## config.mk

```make
export PLATFORM = sky130hd
export DESIGN_NAME = jtcomsc_pcm_ctrl_flat
export DESIGN_NICKNAME = d
export VERILOG_FILES = /design/src/rtl/jtcomsc_pcm_ctrl_if.sv /design/src/rtl/jtcomsc_pcm_ctrl.sv /design/src/flat_wrapper.sv
export SDC_FILE = /design/constraint.sdc
export NUM_CORES = 1
export LEC_CHECK = 0
export ABC_AREA = 1
export ABC_CLOCK_PERIOD_IN_PS = 2400
export CORE_MARGIN = 1.5
export CORE_UTILIZATION = 35
export DETAILED_ROUTE_END_ITERATION = 8
export SYNTH_ARGS = -nofsm -noshare
export SYNTH_HDL_FRONTEND = slang
export SYNTH_SLANG_ARGS = --single-unit
export TNS_END_PERCENT = 20
```

## constraint.sdc

```tcl
create_clock -name clk -period 2.4 [get_ports clk]
set_input_delay 0.48 -clock clk [delete_from_list [all_inputs] [get_ports clk]]
set_output_delay 0.48 -clock clk [all_outputs]
set_load 0.01 [all_outputs]
```

## src/rtl/jtcomsc_pcm_ctrl_if.sv

```systemverilog
// Sample-ROM fetch port of the ADPCM playback sequencer.
// The sequencer drives address/request; the ROM side answers with data and a valid flag.
interface jtcomsc_pcm_ctrl_if #(
  parameter int unsigned AW = 16
);
  logic [AW-1:0] rom_addr;
  logic          rom_cs;
  logic [7:0]    rom_data;
  logic          rom_ok;

  modport master (output rom_addr, rom_cs, input rom_data, rom_ok);
  modport slave  (input rom_addr, rom_cs, output rom_data, rom_ok);
endinterface

```

## src/rtl/jtcomsc_pcm_ctrl.sv

```systemverilog
// Combat School ADPCM voice sequencer: CPU-programmed page range, one-byte ROM
// prefetch and nibble delivery to the decoder on each sample-rate enable.
module jtcomsc_pcm_ctrl #(
  parameter int unsigned AW       = 16,
  parameter bit          HI_FIRST = 1'b1
) (
  input  logic                clk,
  input  logic                rst_n,
  input  logic                cs_i,
  input  logic                wr_n_i,
  input  logic [1:0]          addr_i,
  input  logic [7:0]          din_i,
  output logic [7:0]          dout_o,
  output logic                busy_o,
  jtcomsc_pcm_ctrl_if.master  rom,
  input  logic                cen_smp_i,
  output logic [3:0]          pcm_data_o,
  output logic                pcm_vld_o,
  output logic                pcm_rst_o,
  output logic                underrun_o
);

  localparam int unsigned PW = AW - 8;

  typedef enum logic [1:0] {S_IDLE, S_REQ, S_HOLD} state_t;

  state_t        state_q, state_d;
  logic          wq_q, wq_d;
  logic [PW-1:0] start_pg_q, start_pg_d;
  logic [PW-1:0] end_pg_q, end_pg_d;
  logic [AW-1:0] ptr_q, ptr_d;
  logic          first_q, first_d;
  logic          rom_cs_q, rom_cs_d;
  logic [7:0]    buf_q, buf_d;
  logic [7:0]    shift_q, shift_d;
  logic          full_q, full_d;
  logic          last_q, last_d;
  logic          phase_q, phase_d;
  logic          busy_q, busy_d;
  logic          pcm_rst_q, pcm_rst_d;
  logic [3:0]    pcm_data_q, pcm_data_d;
  logic          pcm_vld_q, pcm_vld_d;
  logic          underrun_q, underrun_d;

  logic wq_c, we_c, cmd_start_c, cmd_stop_c;

  // One register write per CPU access: act on the rising edge of the qualifier only
  assign wq_c        = cs_i & ~wr_n_i;
  assign we_c        = wq_c & ~wq_q;
  assign cmd_stop_c  = we_c && (addr_i == 2'd2) && din_i[1];
  assign cmd_start_c = we_c && (addr_i == 2'd2) && din_i[0] && !din_i[1];

  always_comb begin
    state_d    = state_q;
    wq_d       = wq_c;
    start_pg_d = start_pg_q;
    end_pg_d   = end_pg_q;
    ptr_d      = ptr_q;
    first_d    = first_q;
    buf_d      = buf_q;
    shift_d    = shift_q;
    full_d     = full_q;
    last_d     = last_q;
    phase_d    = phase_q;
    busy_d     = busy_q;
    pcm_rst_d  = pcm_rst_q;
    pcm_data_d = pcm_data_q;
    pcm_vld_d  = 1'b0;
    underrun_d = underrun_q;

    if (we_c && (addr_i == 2'd0)) start_pg_d = din_i[PW-1:0];
    if (we_c && (addr_i == 2'd1)) end_pg_d   = din_i[PW-1:0];

    if (cmd_stop_c) begin
      state_d   = S_IDLE;
      full_d    = 1'b0;
      busy_d    = 1'b0;
      pcm_rst_d = 1'b1;
    end else if (cmd_start_c) begin
      state_d    = S_REQ;
      first_d    = 1'b1;
      ptr_d      = {start_pg_q, 8'h00};
      full_d     = 1'b0;
      phase_d    = 1'b0;
      last_d     = 1'b0;
      underrun_d = 1'b0;
      busy_d     = 1'b1;
      pcm_rst_d  = 1'b0;
    end else begin
      // Fetch side; the first REQ cycle gives the ROM a cycle to see the new address
      case (state_q)
        S_REQ: begin
          if (first_q) begin
            first_d = 1'b0;
          end else if (rom.rom_ok) begin
            buf_d   = rom.rom_data;
            full_d  = 1'b1;
            state_d = S_HOLD;
            if (ptr_q == {end_pg_q, 8'hFF}) last_d = 1'b1;
            else                            ptr_d  = ptr_q + AW'(1);
          end
        end
        S_HOLD: begin
          if (last_q) begin
            state_d = S_IDLE;
          end else if (!full_q) begin
            state_d = S_REQ;
            first_d = 1'b1;
          end
        end
        default: ;
      endcase

      // Play side; full_d writes above and below never overlap (REQ only runs with full_q = 0)
      if (cen_smp_i && busy_q) begin
        if (phase_q) begin
          pcm_data_d = HI_FIRST ? shift_q[3:0] : shift_q[7:4];
          pcm_vld_d  = 1'b1;
          phase_d    = 1'b0;
        end else if (full_q) begin
          shift_d    = buf_q;
          full_d     = 1'b0;
          pcm_data_d = HI_FIRST ? buf_q[7:4] : buf_q[3:0];
          pcm_vld_d  = 1'b1;
          phase_d    = 1'b1;
        end else if (last_q) begin
          busy_d    = 1'b0;
          pcm_rst_d = 1'b1;
        end else begin
          underrun_d = 1'b1;
        end
      end
    end

    rom_cs_d = (state_d == S_REQ);
  end

  always_ff @(posedge clk or negedge rst_n) begin
    if (!rst_n) begin
      state_q    <= S_IDLE;
      wq_q       <= 1'b0;
      start_pg_q <= '0;
      end_pg_q   <= '0;
      ptr_q      <= '0;
      first_q    <= 1'b0;
      rom_cs_q   <= 1'b0;
      buf_q      <= '0;
      shift_q    <= '0;
      full_q     <= 1'b0;
      last_q     <= 1'b0;
      phase_q    <= 1'b0;
      busy_q     <= 1'b0;
      pcm_rst_q  <= 1'b1;
      pcm_data_q <= '0;
      pcm_vld_q  <= 1'b0;
      underrun_q <= 1'b0;
    end else begin
      state_q    <= state_d;
      wq_q       <= wq_d;
      start_pg_q <= start_pg_d;
      end_pg_q   <= end_pg_d;
      ptr_q      <= ptr_d;
      first_q    <= first_d;
      rom_cs_q   <= rom_cs_d;
      buf_q      <= buf_d;
      shift_q    <= shift_d;
      full_q     <= full_d;
      last_q     <= last_d;
      phase_q    <= phase_d;
      busy_q     <= busy_d;
      pcm_rst_q  <= pcm_rst_d;
      pcm_data_q <= pcm_data_d;
      pcm_vld_q  <= pcm_vld_d;
      underrun_q <= underrun_d;
    end
  end

  assign rom.rom_addr = ptr_q;
  assign rom.rom_cs   = rom_cs_q;
  assign dout_o       = {7'd0, busy_q};
  assign busy_o       = busy_q;
  assign pcm_data_o   = pcm_data_q;
  assign pcm_vld_o    = pcm_vld_q;
  assign pcm_rst_o    = pcm_rst_q;
  assign underrun_o   = underrun_q;

endmodule

```

## src/flat_wrapper.sv

```systemverilog
// flat-port wrapper written by rule: the top's interface ports become plain ports
module jtcomsc_pcm_ctrl_flat 
#(
  parameter int unsigned AW       = 16,
  parameter bit          HI_FIRST = 1'b1
)
  (clk, rst_n, cs_i, wr_n_i, addr_i, din_i, dout_o, busy_o, cen_smp_i, pcm_data_o, pcm_vld_o, pcm_rst_o, underrun_o, rom_rom_addr, rom_rom_cs, rom_rom_data, rom_rom_ok);
  jtcomsc_pcm_ctrl_if #(.AW(AW)) rom_i ();
  input  logic clk;
  input  logic rst_n;
  input  logic cs_i;
  input  logic wr_n_i;
  input  logic [1:0] addr_i;
  input  logic [7:0] din_i;
  output logic [7:0] dout_o;
  output logic busy_o;
  input  logic cen_smp_i;
  output logic [3:0] pcm_data_o;
  output logic pcm_vld_o;
  output logic pcm_rst_o;
  output logic underrun_o;
  output wire logic [$bits(rom_i.rom_addr)-1:0] rom_rom_addr;
  output wire logic [$bits(rom_i.rom_cs)-1:0] rom_rom_cs;
  input wire logic [$bits(rom_i.rom_data)-1:0] rom_rom_data;
  input wire logic [$bits(rom_i.rom_ok)-1:0] rom_rom_ok;
  assign rom_rom_addr = rom_i.rom_addr;
  assign rom_rom_cs = rom_i.rom_cs;
  assign rom_i.rom_data = rom_rom_data;
  assign rom_i.rom_ok = rom_rom_ok;
  jtcomsc_pcm_ctrl #(.AW(AW), .HI_FIRST(HI_FIRST)) u_core (.clk(clk), .rst_n(rst_n), .cs_i(cs_i), .wr_n_i(wr_n_i), .addr_i(addr_i), .din_i(din_i), .dout_o(dout_o), .busy_o(busy_o), .rom(rom_i), .cen_smp_i(cen_smp_i), .pcm_data_o(pcm_data_o), .pcm_vld_o(pcm_vld_o), .pcm_rst_o(pcm_rst_o), .underrun_o(underrun_o));
endmodule
```

# After elaboration in Yosys (flattened, before gate mapping)
# Cells that the tools add are included.
# op_classes
n_reduce_logical,26
eq_ne,15
n_addsub,1
shift,0
n_lt_le_gt_ge,0
div,0
muxes,56
bitwise_logic,8
n_mul,0
# ops
cell,n
$mux 16,5
$mux 1,41
$reduce_and 5->1,5
$add 16x1->16 const B,1
$eq 16x16->1,1
$mux 2,6
$ne 3x3->1 const B,4
$reduce_and 4->1,3
$reduce_bool 2->1,5
$reduce_bool 3->1,3
$mux 4,2
$ne 2x2->1 const B,4
$logic_and 1x1->1,7
$eq 2x1->1 const B,3
$not 1->1,6
$eq 2x2->1 const B,2
$pmux 2 s2,1
$and 1x1->1,2
$logic_not 2->1,1
$ne 2x1->1 const B,1
$pmux 1 s2,1
$reduce_and 2->1,1
$logic_not 1->1,1
# totals
n_memories,0
latch_bits,0
reg_bits,60
output_inout_bits,33
mem_bits_rw,0
mem_bits_ro,0

# Logic depth before layout (Yosys ltp)
# Gate-level depths: netlist (run 1).
# logic_depth
word_depth,9
depth_mapped,11
mapped_depth_nobuf,11

# Worst setup path after synthesis (run 1)
# No wires, ideal clock.
# synth_timing
path_kind,register to register
start,reg u_core.ptr_q[1] (netlist: u_core.rom.rom_addr[1])
end,reg u_core.ptr_q[10] (netlist: u_core.rom.rom_addr[10])
n_path_buf,0
stages_incl_launch_ff,9
arrival_ns,1.482
setup_time_ns,0.117
slack_ns,0.801
period_less_slack_ns,1.599
cell_sequence,dfrtp_1 > ha_1 > nand3_2 > nor2_4 > nand3_2 > o21bai_4 > nand2_2 > nand2_1 > nand2_1
# synth_between
elab_chain_cells,6
# synth_rtl
item,line_no,rtl
from (decl),jtcomsc_pcm_ctrl.sv:31,"logic [AW-1:0] ptr_q, ptr_d;"
from (signal assigned),jtcomsc_pcm_ctrl.sv:162,ptr_q <= ptr_d;
$add 16x1->16,jtcomsc_pcm_ctrl.sv:100,else ptr_d = ptr_q + AW'(1);
$mux 16,jtcomsc_pcm_ctrl.sv:99,"if (ptr_q == {end_pg_q, 8'hFF}) last_d = 1'b1;"
$mux 16,jtcomsc_pcm_ctrl.sv:95,end else if (rom.rom_ok) begin
$mux 16,jtcomsc_pcm_ctrl.sv:93,if (first_q) begin
$mux 16,jtcomsc_pcm_ctrl.sv:91,case (state_q)
$mux 16,jtcomsc_pcm_ctrl.sv:79,end else if (cmd_start_c) begin
# Several ways; a longest one is shown, not always the timed one. The select of a mux whose other input is x is not followed.
# A chain may end at the register's enable or synchronous reset.

# Worst setup path after layout (run 1)
# layout_timing
start,reg u_core.ptr_q[1] (netlist: u_core.rom.rom_addr[1])
end,reg u_core.ptr_q[9] (netlist: u_core.rom.rom_addr[9])
# The elaborated chain is that of the path after synthesis.

==> impl_metrics.json, run 1 <==
{
  "grt_max_degree": 61,
  "die_h_um": 98.91,
  "portBuffers": 49,
  "post_cts_buffers": 0,
  "end_kind": "flip-flop",
  "die_width_um": 98.91,
  "areaGrowthSynthToFinish_pct": 26.12,
  "grt_pass1_vias": 2552,
  "p_total_mw": 3.772,
  "dpl_cell_area_mm2": 0.003797,
  "async_flop_share": 1.000,
  "fin_nets": 512,
  "yosysTopAreaCell": "dfrtp_1",
  "vias_per_cell": 4.711,
  "synth_seq_cells": 60,
  "seq_area_frac_synth": 0.4668,
  "synth_edf_count": 0,
  "globalRouteOverflowTotal": 0,
  "min_period_ps": 2031,
  "track_usage": 0.1553,
  "worstPathCellList": "ha_1, nand3_2, nor2_4, nand3_2, o21bai_4, nand2_2, nand2_1, nand2_1",
  "htreeDepth": 3,
  "synthAdderAreaFrac": 0.01166,
  "crit_arrival_ps": 2260,
  "power_leakage_nw": 2.064,
  "clock_latency_ps": 340,
  "required_ps": 2630,
  "dp_hpwl_um": 5113,
  "synth_xor_xnor_area_share": 0.02176,
  "rows": 34,
  "slowest_delay_ps": 430,
  "cts_inserted_buffers": 9,
  "critical_path_class": "reg2reg",
  "skew_ps": 6.251,
  "initial_core_util": 0.3656,
  "layout.cells.non_filler": 598,
  "fmax_mhz": 492.4,
  "drc_errors": 4,
  "violations": "DRC",
  "die_area_mm2": 0.009782,
  "finalSetupViolations": 0,
  "core_mm2": 0.008806,
  "cp_max_fo": 17,
  "cts_tree": "done",
  "postRouteWirelength_um": 7207,
  "period_share": 0.8462,
  "stdcell_area_mm2": 0.004060,
  "vias": 2817,
  "critical-path-slowest-cell": "dfrtp_1",
  "wl_per_cell_um": 12.05,
  "power_density_mw_per_mm2": 928.9,
  "crit_start": "u_core.rom.rom_addr[1]",
  "pre_cts_ws_ps": 183.3,
  "setup_tns_ps": 0,
  "yosys_warnings": 0,
  "netlist_area_mm2": 0.003219,
  "synth.most_common_cell": "nand2_1",
  "cts.clk_slew.worst_paths_ps": 70,
  "max_cap_viol_count": 0,
  "grt_pass1_wl_um": 12210,
  "synth_compound_area_frac": 0.09017,
  "rrSetupSlack_ps": 370,
  "cts.repair.resized": 0,
  "rsz0062_at_grt": "no",
  "synthTopCellsByCount": "nand2_1, dfrtp_1, inv_1, nand3_1, o21ai_0",
  "dr.first_iter.drc_count": 126,
  "synth_area_leaders": "dfrtp_1, nand2_1, inv_1",
  "report.final.hold_viol_count": 0,
  "synthMuxAreaShare": 0,
  "synth.avg_cell_area_um2": 7.435,
  "clock_sinks": 60,
  "antenna_cells": 0,
  "cts_root_buffer": "clkbuf_8",
  "drt_pre_antenna_iters": 7,
  "yosys.area.top_type_share": 0.4586,
  "ys_types": 32,
  "r2r_end": "u_core.rom.rom_addr[9]",
  "ys.flop_type": "dfrtp_1",
  "peakVddDrop_mv": 0.3985,
  "yosys.area_share.simple": 0.3051,
  "cts_buffer_depth": 2,
  "hold_path_class": "in2async",
  "cts_hold_buffers": 0,
  "timing.rr.start": "u_core.rom.rom_addr[1]",
  "status": "finished with violations",
  "r2r_cells": 8,
  "io_pins": 57,
  "netlist_instances": 433,
  "report.final.slew_viol_count": 0,
  "synth_top_family_by_area": "simple AND/OR/NAND/NOR gates",
  "drive_gt1_frac": 0.07143,
  "postRouteAntennaNets": 0,
  "tightest_slew_ps": 689.9,
  "cp-start-kind": "flip-flop",
  "antenna_found_initial": 0,
  "finalWorstSetupSlack_ps": 369.1,
  "gp_congestion": 0.8135,
  "slew_headroom": 0.5384,
  "placedCellCount": 582
}
-- worst max-delay path by stage --
| stage | end | slack, ps | depth (start not counted) |
|---|---|---|---|
| 5_1_grt | u_core.rom.rom_addr[12] | 140 | 8 |
| 6_report | u_core.rom.rom_addr[9] | 370 | 8 |
| 4_1_cts | u_core.rom.rom_addr[9] | 360 | 8 |
| 3_5_place_dp | u_core.pcm_data_o[2] | 180 | 10 |
| 3_3_place_gp | u_core.pcm_data_o[2] | 150 | 10 |
| 2_1_floorplan | u_core.rom.rom_addr[10] | 800 | 8 |
-- routing by layer --
layer	GRT usage	wire length, µm
met5	0	0
met1	0.2262	3632
met3	0.02695	331
met4	0.06593	81
met2	0.2271	3162
-- stage by stage --
| stage | hold WS [ps] | util |
|---|---|---|
| final | 135.7 | 0.4611 |
| after global routing | 164.2 | 0.4611 |
| after CTS | 144.5 | 0.4611 |
| after detailed placement | 467.8 | 0.4312 |
| after global placement | 463.8 | 0.4312 |
| after floorplan | 184.4 | - |
-- cells by family (layout without fill, tap and decap cells) --
kind of cell	after synthesis	after routing
AND/OR/NAND/NOR	232	232
buffers and inverters	77	128
flip-flops	60	60
AO/OA/AOI/OAI	52	52
XOR/XNOR	8	8
adder cells (fa/ha/maj)	3	3
other	1	7
-- placed cells by master (no fill, tap or decap), drive strengths merged, types with 2 or more instances in the layout --
cell,n
nand4,13
o21ai,42
nor2,29
nand3,36
buf,6
nand2,153
conb,7
inv,57
a21oi,3
ha,3
dfrtp,59
xor2,8
clkbuf,9
clkdlybuf4s50,48
bufinv,4
clkinv,4
a31o,2
-- worst max-delay path, delay by kind of cell, from the launching register on --
family                   cells  cell delay, ps
flip-flops                   1             430
AO/OA/AOI/OAI                1             390
AND/OR/NAND/NOR              6             850
adder cells (fa/ha/maj)      1             260
-- cell type report --
type / count / area, µm²
inverter: 58 / 217.7
tap: 108 / 135.1
clock buffer: 9 / 123.9
multi-input combinational: 302 / 1406
timing repair buffer: 54 / 535.5
sequential: 60 / 1503
fill: 866 / 4746
clock inverter: 7 / 138.9
-- registers in the layout, indices dropped and copies added, names as in the netlist, 2 cells and up --
signal / cells
u_core.rom.rom_addr: 16
u_core.pcm_data_o: 4
u_core.start_pg_q: 8
u_core.shift_q: 4
u_core.buf_q: 8
u_core.end_pg_q: 8
u_core.state_q: 2
-- power by group --
| group | switching [mW] | leakage [nW] | internal, mW |
|---|---|---|---|
| clock network | 0.418 | 0.133 | 0.793 |
| registers | 0.224 | 0.775 | 1.30 |
| logic | 0.549 | 1.16 | 0.483 |
| total | 1.19 | 2.06 | 2.58 |
(Power assumes the default switching activity.)
==> run 2: changes to the inputs <==
--- a/config.mk
+++ b/config.mk
@@ -6,7 +6,7 @@
 export NUM_CORES = 1
 export LEC_CHECK = 0
 export ABC_AREA = 1
-export ABC_CLOCK_PERIOD_IN_PS = 2400
+export ABC_CLOCK_PERIOD_IN_PS = 1600
 export CORE_MARGIN = 1.5
 export CORE_UTILIZATION = 35
 export DETAILED_ROUTE_END_ITERATION = 8
==> constraint.sdc (replaced) <==
create_clock -name clk -period 1.6 [get_ports clk]
set_input_delay 0.32 -clock clk [delete_from_list [all_inputs] [get_ports clk]]
set_output_delay 0.32 -clock clk [all_outputs]
set_load 0.01 [all_outputs]
==> run 2 against run 1 <==
Effect of this change:
- the flow still finishes with violations (DRC)
- sequential power grew 48%
- die area is the same
- cell count grew 9.2%
- clock skew grew 6.1 ps
- via count grew 8.7%
- critical path type unchanged
- largest cell class is now multi-input combinational cells
- largest power group unchanged
==> impl_metrics.json, run 2 (same netlist as run 1, synthesis figures left out) <==
{
  "rsz0062_at_grt": "yes",
  "cts.clk_slew.worst_paths_ps": 80,
  "gp_congestion": 0.8587,
  "pwr-share-clk": 0.281,
  "drt_pre_antenna_iters": 8,
  "setup_tns_ps": 0,
  "cts_tree": "done",
  "final_util": 0.5399,
  "peakVddDrop_mv": 0.6455,
  "p_sw_mw": 2.064,
  "fillers": 844,
  "postRouteWirelength_um": 8235,
  "critPathBufInv": 3,
  "antenna_found_initial": 0,
  "die_area_mm2": 0.009782,
  "cts_buffer_depth": 2,
  "antenna_cells": 0,
  "timing.hold.ws_ps": 157.0,
  "p_total_mw": 6.113,
  "dpl_cell_area_mm2": 0.004083,
  "p_sw_frac": 0.3376,
  "path_delay_family": "compound AO/OA/AOI/OAI gates",
  "wl_per_cell_um": 12.61,
  "slowest_delay_ps": 410,
  "skew_ps": 12.38,
  "globalRouteOverflowTotal": 0,
  "track_usage": 0.1655,
  "final_common_cell": "nand2_1",
  "critical-path-slowest-cell": "dfrtp_1",
  "drive_gt1_frac": 0.2569,
  "grt_pass1_wl_um": 12840,
  "cp_max_fo": 5,
  "grt_max_degree": 61,
  "report.final.slew_viol_count": 0,
  "clock_latency_ps": 350,
  "seqPwrFrac": 0.371,
  "fmax_mhz": 630.0,
  "hold_path_class": "in2reg",
  "clock_sinks": 60,
  "rows": 34,
  "cts_root_buffer": "clkbuf_8",
  "report.final.hold_viol_count": 0,
  "die_h_um": 98.91,
  "portBuffers": 49,
  "combinationalPowerShare": 0.348,
  "cp-start-kind": "flip-flop",
  "power_leakage_nw": 2.500,
  "stdcell_area_mm2": 0.004755,
  "violations": "DRC",
  "worstPathCellList": "buf_4, ha_4, inv_1, a21oi_1, o21ai_0, nand2_1, inv_1, a21boi_2, o21a_1",
  "io_pins": 57,
  "dp_hpwl_um": 5550,
  "required_ps": 1890,
  "critical_path_class": "reg2reg",
  "core_mm2": 0.008806,
  "grt_pass1_vias": 2740,
  "initial_core_util": 0.3656,
  "postRouteAntennaNets": 0,
  "min_period_ps": 1587,
  "max_cap_viol_count": 0,
  "power.internal_mw": 4.049,
  "vias_per_cell": 4.689,
  "dr.first_iter.drc_count": 152,
  "die_width_um": 98.91,
  "cp_common_cell": "inv_1",
  "areaGrowthSynthToFinish_pct": 47.69,
  "crit_arrival_ps": 1880,
  "period_share": 0.9920,
  "vias": 3062,
  "status": "finished with violations",
  "htreeDepth": 3,
  "drc_errors": 4,
  "cts_inserted_buffers": 9,
  "power_density_mw_per_mm2": 1286,
  "fin_nets": 567,
  "finalSetupViolations": 0,
  "most-common-layout-cells": "nand2_1, dfrtp_1, inv_1, buf_4, o21ai_0",
  "end_kind": "flip-flop",
  "largest_reg_flops": 16
}
-- run 2: repair_timing --
action	in CTS	in global routing
endpoints found under the hold margin	49	0
resized for setup	25	71
pin swaps	0	18
buffers inserted	8	12
setup endpoints to repair	45	35
hold buffers	1	0
gates cloned	0	1
-- run 2: final cells by class --
| type | instances | area [µm²] | area share |
|---|---|---|---|
| inverters | 58 | 226.5 | 0.04763 |
| clock inverters | 7 | 122.6 | 0.02579 |
| well taps | 108 | 135.1 | 0.02842 |
| repair buffers | 109 | 1026 | 0.2158 |
| clock buffers | 9 | 123.9 | 0.02605 |
| flip-flops and latches | 60 | 1509 | 0.3174 |
| multi-input cells | 302 | 1612 | 0.3389 |
-- run 2: layer usage --
metal  track usage  share of wire  up-vias
met3       0.03404          0.039       11
met2        0.2626           0.48       63
met4       0.05495          0.016        0
li1              -              -     1564
met1        0.2265           0.46     1424
met5             0              0        -
-- run 2: power groups by stage --
stage	clock network [mW]	logic, mW	registers [mW]
floorplan	0	0.967	2.28
global placement	0	1.73	2.28
detailed placement	0	1.79	2.30
CTS	1.74	1.87	2.25
global route	1.80	2.37	2.33
finish	1.72	2.13	2.27
-- run 2: path summary, 6_finish.rpt --
check | startpoint | to | slack [ps] | depth (start not counted)
max in group asynchronous | rst_n | u_core.pcm_rst_o | 760 | 3
max reg2reg | u_core.state_q[1] | u_core.rom.rom_cs | 10 | 9
min in group asynchronous | rst_n | u_core.start_pg_q[6] | 490 | 3
min reg2reg | u_core.buf_q[1] | u_core.shift_q[1] | 480 | 2
min | wr_n_i | u_core.wq_q | 160 | 2
max | u_core.state_q[1] | u_core.rom.rom_cs | 10 | 9
-- run 2: stage by stage --
stage,setup slack (ps),std cells
6_report,12.78,653
5_1_grt,-70.36,653
4_1_cts,-43.44,640
3_5_place_dp,-414.1,615
3_3_place_gp,-354.3,615
2_1_floorplan,0.7946,439
